$ cat src/rtl/gray_sobel_pkg.sv
// Shared definitions for the gray/Sobel datapath: byte phase encoding,
// datapath widths and the default luminance weights.
package gray_sobel_pkg;

   typedef enum logic [1:0] {
      PH_R = 2'd0,
      PH_G = 2'd1,
      PH_B = 2'd2
   } phase_t;

   localparam int PIX_W = 8;
   localparam int ACC_W = 16;
   localparam int ROUND = 128;

   localparam int unsigned DEF_COEF_R = 77;
   localparam int unsigned DEF_COEF_G = 150;
   localparam int unsigned DEF_COEF_B = 29;

endpackage

$ cat src/rtl/rgb_to_gray.sv
// RGB888 byte stream to 8-bit luminance, one grey pixel per accepted R,G,B
// triple, with a one-entry output register on a valid/ready handshake.
module rgb_to_gray
   import gray_sobel_pkg::*;
#(
   parameter int unsigned COEF_R = DEF_COEF_R,
   parameter int unsigned COEF_G = DEF_COEF_G,
   parameter int unsigned COEF_B = DEF_COEF_B
) (
   input  logic             clk,
   input  logic             rst_n,
   input  logic [PIX_W-1:0] byte_data,
   input  logic             byte_valid,
   output logic             byte_ready,
   input  logic             sync,
   output logic [PIX_W-1:0] gray_data,
   output logic             gray_valid,
   input  logic             gray_ready,
   output logic             drop
);

   if (COEF_R + COEF_G + COEF_B != 256) begin : g_bad_coef
      $error("rgb_to_gray: COEF_R + COEF_G + COEF_B must equal 256");
   end

   localparam logic [ACC_W-1:0] CR  = ACC_W'(COEF_R);
   localparam logic [ACC_W-1:0] CG  = ACC_W'(COEF_G);
   localparam logic [ACC_W-1:0] CB  = ACC_W'(COEF_B);
   localparam logic [ACC_W-1:0] RND = ACC_W'(ROUND);

   // Weights sum to 256, so the worst-case sum (65408) fits ACC_W unsaturated.
   function automatic logic [ACC_W-1:0] mac(input logic [ACC_W-1:0] a,
                                            input logic [PIX_W-1:0] b,
                                            input logic [ACC_W-1:0] c);
      return a + ACC_W'(b) * c;
   endfunction

   function automatic logic [PIX_W-1:0] to_pixel(input logic [ACC_W-1:0] sum);
      return PIX_W'(sum >> (ACC_W - PIX_W));
   endfunction

   phase_t            phase_p0, phase_nxt, cur_ph;
   logic [ACC_W-1:0]  acc_p0, acc_nxt, sum_nxt;
   logic              accept, load;

   assign byte_ready = !(phase_p0 == PH_B && gray_valid && !gray_ready);
   assign accept     = byte_valid && byte_ready;

   always_comb begin
      phase_nxt = phase_p0;
      acc_nxt   = acc_p0;
      sum_nxt   = '0;
      load      = 1'b0;
      // sync restarts the pixel: the byte in this cycle, if any, is red
      cur_ph    = sync ? PH_R : phase_p0;
      if (accept) begin
         unique case (cur_ph)
            PH_R: begin
               acc_nxt   = mac(RND, byte_data, CR);
               phase_nxt = PH_G;
            end
            PH_G: begin
               acc_nxt   = mac(acc_p0, byte_data, CG);
               phase_nxt = PH_B;
            end
            PH_B: begin
               sum_nxt   = mac(acc_p0, byte_data, CB);
               load      = 1'b1;
               acc_nxt   = '0;
               phase_nxt = PH_R;
            end
            default: begin
               acc_nxt   = '0;
               phase_nxt = PH_R;
            end
         endcase
      end else if (sync) begin
         acc_nxt   = '0;
         phase_nxt = PH_R;
      end
   end

   // p0: phase / accumulator state
   always_ff @(posedge clk or negedge rst_n) begin
      if (!rst_n) begin
         phase_p0 <= PH_R;
         acc_p0   <= '0;
         drop     <= 1'b0;
      end else begin
         phase_p0 <= phase_nxt;
         acc_p0   <= acc_nxt;
         drop     <= sync && (phase_p0 != PH_R);
      end
   end

   // p1: output register, loads and drains in the same cycle if both occur
   always_ff @(posedge clk or negedge rst_n) begin
      if (!rst_n) begin
         gray_data  <= '0;
         gray_valid <= 1'b0;
      end else if (load) begin
         gray_data  <= to_pixel(sum_nxt);
         gray_valid <= 1'b1;
      end else if (gray_ready) begin
         gray_valid <= 1'b0;
      end
   end

endmodule

$ cat config.mk
export PLATFORM = sky130hd
export DESIGN_NAME = rgb_to_gray
export DESIGN_NICKNAME = d
export VERILOG_FILES = /design/src/rtl/gray_sobel_pkg.sv /design/src/rtl/rgb_to_gray.sv
export SDC_FILE = /design/constraint.sdc
export NUM_CORES = 1
export LEC_CHECK = 0
export BUFFER_PORTS_ARGS = -buffer_cell sky130_fd_sc_hd__buf_2
export CAP_MARGIN = 20
export CORE_MARGIN = 2
export CORE_UTILIZATION = 25
export DETAILED_ROUTE_END_ITERATION = 10
export PLACE_DENSITY = 0.36
export SLEW_MARGIN = 20
export SYNTH_ARGS = -nofsm -noshare
export SYNTH_HDL_FRONTEND = slang
export SYNTH_SLANG_ARGS = --single-unit
$ cat constraint.sdc
create_clock -name clk -period 4.2 [get_ports clk]
set_clock_uncertainty 0.05 [all_clocks]
set_input_delay 0.21 -clock clk [delete_from_list [all_inputs] [get_ports clk]]
set_output_delay 0.21 -clock clk [all_outputs]
set_load 0.01 [all_outputs]
* Word-level counts from Yosys, hierarchy flattened
Cells that the tools add are included.
** Word-level totals
- Bits of input ports :: 13
- Register bits :: 28
- Output and inout port bits :: 11
** Operators by class
- Reduce and logical (&&, ||, !) cells :: 10
- $mul :: 3
- Equal/unequal tests :: 3
- Mux-type cells :: 12
- Add/subtract/negate cells :: 3
** Operators with widths (count)
- 16-bit two-way mux :: 4
- 16-bit case mux with 2 select lines :: 1
- 8-bit by 7-bit multiplier with 15-bit output, second input constant :: 2
- 16-bit by 13-bit adder with 16-bit output :: 1
- 16-bit adder :: 1
- 8-bit by 15-bit adder with 16-bit output, first input constant :: 1
- 8-bit by 5-bit multiplier with 13-bit output, second input constant :: 1
- 2-bit nonzero test :: 3
- 2-bit == test, second input constant :: 2
- 1-bit logical AND :: 4
- 1-bit two-way mux :: 4
- 2-bit two-way mux :: 2
- 2-bit case mux with 2 select lines :: 1
- 2-bit by 1-bit == test with 1-bit output, second input constant :: 1
- 1-bit logical NOT :: 2
- 2-bit logical NOT :: 1

* Depth between registers and ports, before layout
- Word-level depth :: 7
- Gate-level depth with buffers :: 21

* Worst setup path after synthesis
No wires, ideal clock.
- Path kind :: input to register
- Start :: in byte_data[4]
- End :: reg acc_p0[15]
- Stages on the path :: 18
- Buffers on the path :: 0
- Slack :: -0.197 ns
- Setup time :: 0.121 ns
- Arrival time :: 4.226 ns
- Data required time :: 4.029 ns
- Cell sequence :: ha_1 ha_1 inv_1 fa_1 fa_1 inv_1 ha_1 o31a_1 a31oi_1 o21bai_1 a21oi_1 xnor2_1 ha_1 and4_1 o211ai_1 a31o_1 a31o_1 a22o_1
** On the way
- Word-level cells in the longest chain between the ends :: 4
- Elaborated cells between the ends (all ways) :: 6
- Classes of those cells :: add/sub (2); mul (2); mux (2)
** RTL lines
- from (decl) :: line rgb_to_gray.sv:12 : input logic [PIX_W-1:0] byte_data,
- 8-bit by 7-bit multiplier with 15-bit output :: line rgb_to_gray.sv:35 : return a + ACC_W'(b) * c;
- 16-bit adder or 8-bit by 15-bit adder with 16-bit output (tied branches) :: line rgb_to_gray.sv:35
- 16-bit case mux with 2 select lines (*) :: line rgb_to_gray.sv:57 : unique case (cur_ph)
- 16-bit two-way mux (*) :: line rgb_to_gray.sv:56 : if (accept) begin
- to (signal assigned) :: line rgb_to_gray.sv:91 : acc_p0 <= acc_nxt;
- to (decl) :: line rgb_to_gray.sv:43 : logic [ACC_W-1:0] acc_p0, acc_nxt, sum_nxt;
Mark *: on every way between the ends. The rest lies on a longest branch, timed or not.
A chain may end at the register's enable or synchronous reset.

* Final worst setup path
Ends and elaborated chain as after synthesis.

==> impl_metrics.py <==
metrics = {
    "clocking": {
        "cts_tree": "built",
        "cts_buffers": 3,
        "h-tree-depth": 1,
        "clk_path_buf_depth": 2,
        "postCtsSetupRepairBufs": 0,
        "cts.sink_count": 28,
        "cts_root_buffer": "clkbuf_16",
        "clk-insertion-delay-late_ns": 0.28,
        "clk_transition_reported_paths_ns": 0.08,
    },
    "worst_setup_path": {
        "cpPeakStageDelay_ns": 0.51,
        "slowest_stage": "fa_1",
        "critPathBufInv": 3,
        "critical_path.max_fanout": 4,
        "cpMostUsedCell": "ha_4",
        "worstPathCellList": "buf_2 -> ha_4 -> ha_4 -> inv_2 -> fa_1 -> fa_1 -> inv_2 -> ha_4 -> o31a_1 -> a31oi_2 -> o21bai_1 -> a21oi_2 -> xnor2_1 -> ha_1 -> and4_4 -> o211ai_1 -> a31o_1 -> a31o_1 -> a22o_1",
        "cp-end-kind": "flop",
        "cp-startpoint": "byte_data[4]",
        "crit_family": "adder cells",
        "worstPathArrival_ns": 4.17,
        "critPathLaunchType": "primary input",
        "worstPathRequired_ns": 4.32,
        "timing.rr.start": "acc_p0[4]",
        "critPathKind": "primary input to flop",
    },
    "timing": {
        "worstMarginPinSlew_ns": 0.743,
        "final-setup-viol-count": 0,
        "max_freq_mhz": 247,
        "final_max_slew_viol_count": 0,
        "slew_headroom_pct": 50.5,
        "tns_ns": 0,
        "fin_crit_sh_pct": 96.5,
        "finalHoldViolCount": 0,
        "rsz0062_at_grt": "yes",
        "finalCriticalPeriod_ns": 4.05,
    },
    "grt": {
        "grt_max_degree": 29,
        "overflow": 0,
        "grt_usage_pct": 14.0,
        "grt_pass1_wl_um": 21800,
        "antenna_found_initial": 0,
        "grt_pass1_vias": 4073,
    },
    "status": {
        "status": "finished, final reports clean",
    },
    "synth": {
        "synthFlopType": "dfrtp_1",
        "synth.net_count": 688,
        "ys.warnings.count": 0,
        "yosysTopAreaCellShare_pct": 28.2,
        "synth_edf_count": 0,
        "syn_avg_cell_area_sq_um": 9.14,
        "synth.distinct_cells": 65,
        "synth.most_common_cell": "ha_1",
        "yosysTopAreaCell": "ha_1",
        "syn_area_sq_um": 4840,
        "synthTopCellsByArea": "ha_1, fa_1, dfrtp_1",
        "synthArstFlopShare_pct": 100,
        "synthCells": 529,
        "ys_seq_elements": 28,
        "ys_seq_area_share_pct": 14.5,
        "ys_top_cells_by_count": "ha_1, inv_1, nand2_1",
    },
    "run": {
        "max_cap_violations": 0,
    },
    "detailed_routing": {
        "wire_per_inst_um": 15.8,
        "drt-total-wl_um": 13500,
        "vias": 3865,
        "postRouteAntennaNets": 0,
        "first_pass_iters": 4,
        "drc": 0,
        "via_per_inst": 4.52,
        "drtIter0Drc": 153,
    },
    "die": {
        "die_h_um": 143,
        "pin_count": 24,
        "start_util_pct": 25.7,
        "die_x_um": 143,
        "die_area_sq_um": 20500,
        "num_rows": 50,
        "core_sq_um": 18800,
    },
    "final_layout": {
        "final_nets": 755,
        "n_antenna_cell": 0,
        "layout-drive-gt1-share_pct": 17.8,
        "final_util_pct": 30.6,
        "stdcell_area_sq_um": 5750,
        "syn2layout_area_growth_pct": 19.0,
    },
    "placed_design": {
        "hpwlAfterDp_um": 11300,
        "portBuffers": 23,
        "gp_congestion": 0.802,
        "dpl_cell_area_sq_um": 5580,
    },
    "pwr": {
        "p_comb_share_pct": 80.1,
        "internal_power_uw": 1840,
        "power.share.sequential_pct": 12.5,
        "p_leak_uw": 0.00285,
        "power_density_nw_per_um2": 603,
        "net-switching-power_uw": 1630,
        "swShare_pct": 47.0,
        "peakVddDrop_mv": 0.233,
        "clkPwrFrac_pct": 7.5,
    },
    "min_path": {
        "hold_class": "primary input to flop",
        "hold_start": "sync",
    },
}
==> power groups by stage <==
stage / logic [uW] / registers, uW / clock network [uW]
floorplan: 1900 / 427 / 0
global placement: 2770 / 442 / 0
detailed placement: 2760 / 441 / 0
CTS: 2790 / 437 / 271
global route: 3150 / 447 / 282
finish: 2780 / 432 / 259
==> cell families (layout without fill, tap and decap cells) <==
| group | Yosys count | after routing | synth area share [%] |
|---|---|---|---|
| XOR/XNOR | 28 | 28 | 5.07 |
| buffers and inverters | 82 | 148 | 6.68 |
| AND/OR/NAND/NOR | 117 | 117 | 11.9 |
| adder cells (fa/ha/maj) | 146 | 146 | 43.5 |
| flip-flops | 28 | 28 | 14.5 |
| AO/OA/AOI/OAI | 125 | 125 | 17.7 |
| multiplexers | 3 | 3 | 0.621 |
==> state kept, by name (all words and copies together), names as in the netlist <==
signal / flops
acc_p0: 16
drop: 1
gray_data: 8
gray_valid: 1
phase_p0: 2
==> metrics by stage <==
step           total power [uW]  instances  setup WS, ns  hold WS (ns)
2_1_floorplan              2330        529       0.00543        -0.136
3_3_place_gp               3210        850        -0.345         0.281
3_5_place_dp               3200        850        -0.367         0.290
4_1_cts                    3500        855        0.0162         0.148
5_1_grt                    3880        855       -0.0524         0.188
6_report                   3470        855         0.146         0.165
==> timing repair <==
item	4_1_cts	5_1_grt
cloned	0	0
hold buffers	1	0
hold endpoints to repair	28	0
setup endpoints to repair	2	4
pin swaps	15	15
resized for setup	6	12
==> layout make-up <==
| cell class | count | area (sq um) |
|---|---|---|
| clock buffers | 4 | 88.8 |
| inverters | 76 | 285 |
| flip-flops and latches | 28 | 701 |
| multi-input cells | 419 | 3890 |
| repair buffers | 68 | 465 |
| fillers | 2001 | 13100 |
| well taps | 260 | 325 |
==> layer usage <==
metal  part of all wire [%]  track usage (%)  wire [um]  vias up
met3                    2.7             1.88        361       11
met4                    1.1             2.03        153        0
li1                       -                -          -     1977
met1                     47             18.8       6390     1846
met5                      0                0          0        -
met2                     49             24.3       6560       31
==> cell usage in the layout, fill, tap and decap left out, types with 3 or more instances in the layout <==
cell       count
xnor2_1       17
inv_2          4
o211ai_1       3
clkbuf_16      3
dfrtp_1       28
inv_1         72
mux2i_1        3
a31oi_2        3
o221ai_1       5
and2_1         3
o21ai_1       11
nor3_1         8
buf_2         22
a31oi_1        4
buf_4         43
nand3_1        7
o21a_1         8
ha_1         105
xor2_1        11
a211oi_1       3
nor3b_1        4
nor2b_1        7
o21ai_2        3
fa_1          37
a21o_1         9
o21ai_0       14
nor2_1        26
nand2_1       41
o21bai_1       4
a21oi_2        4
nand2b_1       4
nand4_1        4
ha_4           3
a21oi_1       29
==> worst paths after layout <==
check	endpoint	slack, ns	depth (start not counted)
setup / recovery	acc_p0[15]	0.15	19
hold / removal	phase_p0[1]	0.16	2
setup reg to reg	gray_data[5]	0.46	13
hold reg to reg	gray_data[1]	0.44	2
max in group asynchronous	acc_p0[9]	3.14	2
min in group asynchronous	drop	0.49	2
Power figures use the tool's default switching activity.
